`config.mk`:
```
export PLATFORM = sky130hd
export DESIGN_NAME = imem_loader
export DESIGN_NICKNAME = d
export VERILOG_FILES = /design/src/rtl/imem_loader_pkg.sv /design/src/rtl/imem_loader_byte_assembler.sv /design/src/rtl/imem_loader.sv
export SDC_FILE = /design/constraint.sdc
export NUM_CORES = 1
export LEC_CHECK = 0
export CAP_MARGIN = 30
export CORE_ASPECT_RATIO = 1.75
export CORE_MARGIN = 3
export CORE_UTILIZATION = 40
export CTS_CLUSTER_DIAMETER = 150
export DETAILED_ROUTE_END_ITERATION = 6
export HOLD_SLACK_MARGIN = 0.1
export PLACE_DENSITY = 0.72
export SYNTH_ARGS = -nofsm -noshare
export SYNTH_HDL_FRONTEND = slang
export SYNTH_HIERARCHICAL = 1
export SYNTH_SLANG_ARGS = --single-unit
```
`constraint.sdc`:
```
create_clock -name clk -period 4 [get_ports clk]
set_clock_uncertainty 0.2 [all_clocks]
set_input_delay 0.8 -clock clk [delete_from_list [all_inputs] [get_ports clk]]
set_output_delay 0.8 -clock clk [all_outputs]
set_load 0.005 [all_outputs]
```
`src/rtl/imem_loader_pkg.sv`:
```
// imem_loader_pkg: shared state encoding, field sizes and byte packing for the image loader
package imem_loader_pkg;
  typedef enum logic [2:0] {IDLE, HEADER, PAYLOAD, CHECK, DONE, ERROR} loader_state_t;
  localparam int HDR_BYTES = 4;
  localparam int CSUM_BYTES = 4;
  function automatic logic [31:0] le_pack(input logic [7:0] b [4]);
    return {b[3], b[2], b[1], b[0]};
  endfunction
endpackage

```
`src/rtl/imem_loader_byte_assembler.sv`:
```
// byte_assembler: gathers four accepted bytes little-endian and flags the completed word
module byte_assembler
  import imem_loader_pkg::*;
(
  input  logic        clk,
  input  logic        rst,
  input  logic        clr,
  input  logic        accept,
  input  logic [7:0]  data,
  output logic        word_valid,
  output logic [31:0] word
);
  localparam int FIELD_BYTES = (HDR_BYTES > CSUM_BYTES) ? HDR_BYTES : CSUM_BYTES;
  logic [7:0] field [4];
  logic [7:0] field_n [4];
  logic [1:0] cnt;
  // current byte merged into the partial field so the word is complete in the cycle of its last byte
  always_comb begin
    field_n = field;
    field_n[cnt] = data;
  end
  assign word_valid = accept && cnt == 2'(FIELD_BYTES - 1);
  assign word = le_pack(field_n);
  // byte position wraps naturally after the last byte of each field
  always_ff @(posedge clk or posedge rst) begin
    if (rst) begin
      cnt <= '0;
      field <= '{default: 8'h00};
    end else if (clr) begin
      cnt <= '0;
    end else if (accept) begin
      cnt <= cnt + 2'd1;
      field[cnt] <= data;
    end
  end
endmodule

```
`src/rtl/imem_loader.sv`:
```
// imem_loader: streams a checksummed program image into instruction RAM and releases the core
module imem_loader
  import imem_loader_pkg::*;
#(
  parameter int DEPTH = 1024,
  localparam int ADDR_W = $clog2(DEPTH)
) (
  input  logic              clk,
  input  logic              reset,
  input  logic              load_req,
  input  logic              rx_valid,
  input  logic [7:0]        rx_data,
  output logic              rx_ready,
  output logic              we,
  output logic [ADDR_W-1:0] waddr,
  output logic [31:0]       wdata,
  output logic              cpu_hold,
  output logic              done,
  output logic              error
);
  loader_state_t state, state_n;
  logic [31:0] n, sum, word;
  logic [ADDR_W:0] k;
  logic accept, word_valid, pay_word, last_word;
  assign rx_ready = !load_req && (state == HEADER || state == PAYLOAD || state == CHECK);
  assign accept = rx_valid && rx_ready;
  assign pay_word = word_valid && state == PAYLOAD;
  assign last_word = 32'(k) + 32'd1 == n;
  byte_assembler u_asm (
    .clk(clk),
    .rst(reset),
    .clr(load_req),
    .accept(accept),
    .data(rx_data),
    .word_valid(word_valid),
    .word(word)
  );
  // field completion drives every transition; load_req restarts from any state
  always_comb begin
    state_n = state;
    if (load_req) state_n = HEADER;
    else if (word_valid)
      state_n = state == HEADER  ? (word > 32'(DEPTH) ? ERROR : word == 32'd0 ? CHECK : PAYLOAD)
              : state == PAYLOAD ? (last_word ? CHECK : PAYLOAD)
              : state == CHECK   ? (word == sum ? DONE : ERROR)
              : state;
  end
  // state, counters, checksum and registered outputs; a write issued before load_req still lands
  always_ff @(posedge clk or posedge reset) begin
    if (reset) begin
      state <= IDLE;
      n <= '0;
      k <= '0;
      sum <= '0;
      we <= 1'b0;
      waddr <= '0;
      wdata <= '0;
      done <= 1'b0;
      error <= 1'b0;
      cpu_hold <= 1'b1;
    end else begin
      state <= state_n;
      we <= pay_word;
      if (pay_word) begin
        waddr <= k[ADDR_W-1:0];
        wdata <= word;
      end
      done <= state_n == DONE;
      error <= state_n == ERROR;
      cpu_hold <= state_n != DONE;
      if (load_req) begin
        n <= '0;
        k <= '0;
        sum <= '0;
      end else if (word_valid && state == HEADER) begin
        n <= word;
      end else if (pay_word) begin
        k <= k + 1'b1;
        sum <= sum + word;
      end
    end
  end
endmodule

```
Word-level counts from Yosys, hierarchy flattened
Cells that the tools add are included.
W data, S select, Z words.
Storage, ports and cells
  flip-flop bits (word level): 158
  output and inout bits: 47
Operators by class
  add/subtract/negate cells: 4
  order comparisons: 3
  equality and inequality tests: 10
  mux-type cells: 22
  bitwise logic cells: 2
  reduce and logical (&&, ||, !) cells: 15
Operators by type and width (number)
  $mux W32: 5
  $mux W11: 3
  $add A32 B32 Y32: 1
  $bwmux W32: 1
  $eq A12 B32 Y1: 1
  $eq A32 B32 Y1: 1
  $gt A32 B11 Y1 const B: 1
  $logic_not A32 Y1: 1
  $mux W3: 6
  $demux W8 S2: 1
  $add A11 B1 Y12 const B: 1
  $add A11 B1 Y11 const B: 1
  $mux W8: 1
  $eq A3 B2 Y1 const B: 2
  $eq A3 B3 Y1 const B: 2
  $logic_and A1 B1 Y1: 6
  $reduce_bool A2 Y1: 3
  $mux W2: 2
  $reduce_and A2 Y1: 2
  $eq A3 B1 Y1 const B: 1
  $ge A3 B3 Y1 const B: 1
  $lt A3 B1 Y1 const B: 1
  $mux W1: 3
  $ne A3 B3 Y1 const B: 1
  other kinds (7): 8

Logic depth before layout (Yosys ltp)
  depth in word-level cells: 14
  depth in mapped cells: 15

Cells and area by module
Netlist, hierarchy kept.
By module, submodules not included
  imem_loader: instances 1, cells each 825, area an instance 7003.0 sq um
  byte_assembler: instances 1, cells each 123, area an instance 1823.0 sq um

Worst setup path after synthesis
No wires, ideal clock.
  kind: register to register
  start point: register u_asm.cnt[0]
  end point: register sum[28]
  data arrival time: 3.321 ns
  required time: 3.722 ns
  setup slack: 0.401 ns
  cell stages (with the launch flop): 16
  buffers on the path: 1
  period minus slack after synthesis: 3.599 ns
  cells stage by stage: dfrtp_1 -> inv_1 -> ha_1 -> buf_4 -> mux2_2 -> ha_1 -> fa_1 -> a21o_1 -> a221oi_2 -> o21ai_2 -> nand4b_1 -> a211oi_1 -> o32ai_2 -> xnor2_1 -> nand2_1 -> a21oi_1
Between the ends
  word-level cells in the longest chain between the ends: 10
  elaborated cells between the ends (all ways): 18
Ends and longest elaborated chain
  from (decl): RTL line imem_loader_byte_assembler.sv:16  | logic [1:0] cnt;
  from (signal assigned): RTL line imem_loader_byte_assembler.sv:32  | cnt <= cnt + 2'd1;
  $not A2 Y3 (not written as such) *: RTL line imem_loader_byte_assembler.sv:20  | field_n[cnt] = data;
  $ge A3 B3 Y1 (not written as such) / $lt A3 B1 Y1 (equally long branches): RTL line imem_loader_byte_assembler.sv:20
  $logic_and A1 B1 Y1 (not written as such): RTL line imem_loader_byte_assembler.sv:20
  $mux W8 (not written as such): RTL line imem_loader_byte_assembler.sv:20
  $demux W8 S2 *: RTL line imem_loader_byte_assembler.sv:20
  $bwmux W32 *: RTL line imem_loader_byte_assembler.sv:20
  via word[0]: RTL line imem_loader.sv:22  | logic [31:0] n, sum, word;
  $add A32 B32 Y32 *: RTL line imem_loader.sv:79  | sum <= sum + word;
  $mux W32 *: RTL line imem_loader.sv:77  | end else if (pay_word) begin
  $mux W32 *: RTL line imem_loader.sv:75  | end else if (word_valid && state == HEADER) begin
  $mux W32 *: RTL line imem_loader.sv:71  | if (load_req) begin
  to (signal assigned): RTL line imem_loader.sv:79
  to (decl): RTL line imem_loader.sv:22
Mark *: on every way through the listed nets, which the timed path passes. The rest lies on a longest branch. The select of a mux whose other input is x is not followed.
A chain may end at the register's enable or synchronous reset.

Worst setup path after layout
  start point: register u_asm.cnt[1]
  end point: register sum[31]
The elaborated chain is that of the path after synthesis.

==> results by group <==
Outcome
  • Status: finished clean

Setup path
  • CP required: between 4 and 5 ns
  • Crit path arrival time: 3.93 ns
  • Worst r2r dst: sum[31]
  • CP max FO: 9
  • Reg2Reg Setup Slack: 0.19 ns
  • Worst Setup End Kind: flop
  • Worst r2r src: u_asm/cnt[1]
  • R2R cell count: 14
  • Startpoint types: flop
  • Kind of critical path: reg -> reg

Yosys
  • Post-synth EDFFs: 0
  • Yosys reg bits: 158
  • Gate Count Post-Synth: roughly 950
  • Yosys warning count: 6
  • Synth Cell Area: between 8000 and 9000 µm²
  • Post-synthesis sequential area ratio: between 40% and 50%
  • Top cells by area, synth: dfrtp_1 45%, nand2_1 11%, mux2_2 8.2%
  • Dominant cell type by area after synthesis: dfrtp_1
  • Most numerous cell in the Yosys netlist: nand2_1
  • Async SR Flop Fraction: 100.0%
  • Top cell type's share of synthesized area: 44.51%
  • Distinct cell type count after synthesis: 71
  • Commonest cells post-synth: 262 x nand2_1, 157 x dfrtp_1, 87 x a21oi_1
  • Mapped Nets: ~1000
  • Synth Area per Inst: 9.310 µm²
  • Ys flop type: dfrtp_1

Placement
  • Cell Count Post-Placement: 1355
  • PortBufs: a little under 60
  • DP Area: 10420 µm²
  • Placer Congestion: 1.011
  • Dpl hpwl: 18.97 mm

Die
  • Die Area: 23950 µm²
  • Boundary Pins: 59
  • Initial Utilization: 40.89%
  • Row count: 71
  • Core Area: 21590 µm²
  • Die Y: 202.5 µm
  • Die Wd: roughly 120 µm

Route
  • Drt drc: 0
  • Via count: between 7000 and 8000
  • DRT antenna net count: 0
  • Drt total wl: 25.84 mm
  • Met2 Routed Length: 13.64 mm
  • Met1 wire length: around 9 mm
  • DR top layer: met4
  • DR iter-0 viols: 519
  • Drt first pass iters: 5
  • Via-to-Cell Ratio: roughly 5.4
  • DR WL met3: 851 µm
  • Routed length per placed instance: 18.63 µm

Layout
  • Final Cell Area: 11040 µm²
  • Antenna cells: 0
  • Layout cells sized above 1: 22.56%
  • Layout area overhead: 25.12%
  • Final Core Density: 51.16%
  • Finished Layout Cells: 1387
  • Nets@finish: 1133

Worst hold path
  • Worst Hold Depth: 2
  • Hold WC Path Type: reg -> reg
  • Hold wc startpoint: wdata[26]
  • Hold Path End: wdata[26]

Clocking
  • Clock Latency Late Sink: 0.43 ns
  • Clock root cell: clkbuf_16
  • Setup Fix Bufs, Post-CTS: 0
  • Hold_buf cts: 0
  • Num CTS Buffers: 17
  • CTS max path bufs: 2
  • H-tree level count: 4
  • CTS tree: built
  • Clock sink total: 158
  • Reg clk slew, reported paths: approximately 0.070 ns

STA
  • Setup violations, final: 0
  • Final period utilization: 95.21%
  • Least-Margin Pin Slew: 0.9697 ns
  • TNS Setup: 0 ns
  • Final Max Slew Viols: 0
  • Final Hold Fails: 0
  • Max_slew headroom: 35.35%
  • Period minus WS final: about 3.8 ns
  • F_max: 262.6 MHz

Pwr
  • PD cells: 371.4 nW/µm²
  • Power consumption: 4.102 mW
  • Max IR drop VDD: about 0.30 mV
  • Leak: 5.300 nW

Global routing
  • Number of global-route vias before repair: roughly 7600
  • Total GRT Usage: 21.96%
  • Grt ovf: 0
  • Global-route wire length before repair: 41.01 mm
  • Initial antenna violation count: 0
  • Largest net degree at the start of global routing: approximately 130

Run
  • MaxCap Viol Count: 0
[critical path: stages, from the launching register on]
cell	delay (ns)
dfrtp_1	0.45
inv_1	0.11
ha_1	0.14
buf_4	0.20
mux2_2	0.41
ha_1	0.41
nand4_1	0.21
nor3_2	0.20
o211ai_2	0.14
a311oi_2	0.34
o31ai_2	0.12
nand2b_2	0.11
a31oi_2	0.09
a311oi_2	0.23
mux2_4	0.32
[flip-flops by register name, summed over array words and instances, names as in the netlist]
signal	flops
cpu_hold	1
done	1
error	1
k	11
n	32
state	3
sum	32
u_asm/cnt	2
u_asm/field	32
waddr	10
wdata	32
we	1
[metal layers]
layer,up-vias,track usage (%)
met2,225,39.33
met5,-,0
met3,100,3.094
li1,3526,-
met4,0,17.40
met1,3640,22.73
[worst max-delay path by stage]
| stage | cells past startpoint | slack (ns) | endpoint | start |
|---|---|---|---|---|
| after floorplan | 15 | 0.40 | sum[28] | u_asm/cnt[0] |
| after global placement | 13 | -0.19 | error | rx_data[1] |
| after detailed placement | 11 | -0.20 | sum[31] | rx_data[6] |
| after CTS | 12 | 0.04 | sum[31] | u_asm/cnt[0] |
| after global routing | 14 | -0.001 | sum[24] | u_asm/cnt[1] |
| final | 14 | 0.19 | sum[31] | u_asm/cnt[1] |
[logic make-up after synthesis]
logic type      share of synthesized area (%)
compound gates                          11.98
buf+inv                                 3.232
fa+ha+maj                               5.614
mux                                     8.562
flops                                   44.81
simple gates                            20.74
xor+xnor                                5.061
[area by class of cell]
cell class	instances	area, µm²
tap	292	365.4
inverter	18	71.32
timing repair buffer	167	1444
multi-input combinational	720	4624
clock inverter	14	153.9
fill	1938	10540
sequential	158	3955
clock buffer	18	429.2
[cells in the final DEF (no fill, tap or decap), types with 4 or more instances in the layout]
cell type	synthesis	routed
a21o_1	13	13
a21oi_1	87	86
a31oi_1	5	5
and2_1	4	4
buf_12	0	4
buf_4	2	105
clkbuf_16	0	17
clkdlybuf4s50_1	0	57
clkinv_4	0	4
dfrtp_1	157	157
ha_1	38	37
inv_1	18	15
mux2_2	64	64
nand2_1	262	262
nand3_1	14	14
nand3b_1	4	4
nand3b_4	4	4
nand4_1	13	13
nor2_1	30	29
nor2b_1	6	5
nor3_1	8	8
nor4_1	21	20
o21ai_0	15	15
o21ai_1	6	6
o21bai_1	6	5
or3_1	5	5
xnor2_1	28	28
xor2_1	23	23
[report_power, final]
part,internal [mW],switching (mW),total [mW]
sequential,1.66,0.0337,1.69
clock,0.883,0.736,1.62
combinational,0.356,0.438,0.794
total,2.89,1.21,4.10
[stage by stage]
stage	hold WS, ns	setup slack, ns
3_5_place_dp	0.2615	-0.1976
4_1_cts	0.2777	0.03791
3_3_place_gp	0.2572	-0.1876
5_1_grt	0.3098	-0.001284
6_report	0.2712	0.1915
2_1_floorplan	0.2698	0.4008
[what timing repair did]
action | 4_1_cts | 5_1_grt
endpoints found under the setup margin | 0 | 11
endpoints found under the hold margin | 0 | 0
resized for setup | 0 | 8
Note: power is estimated with default switching activity, not from simulation.
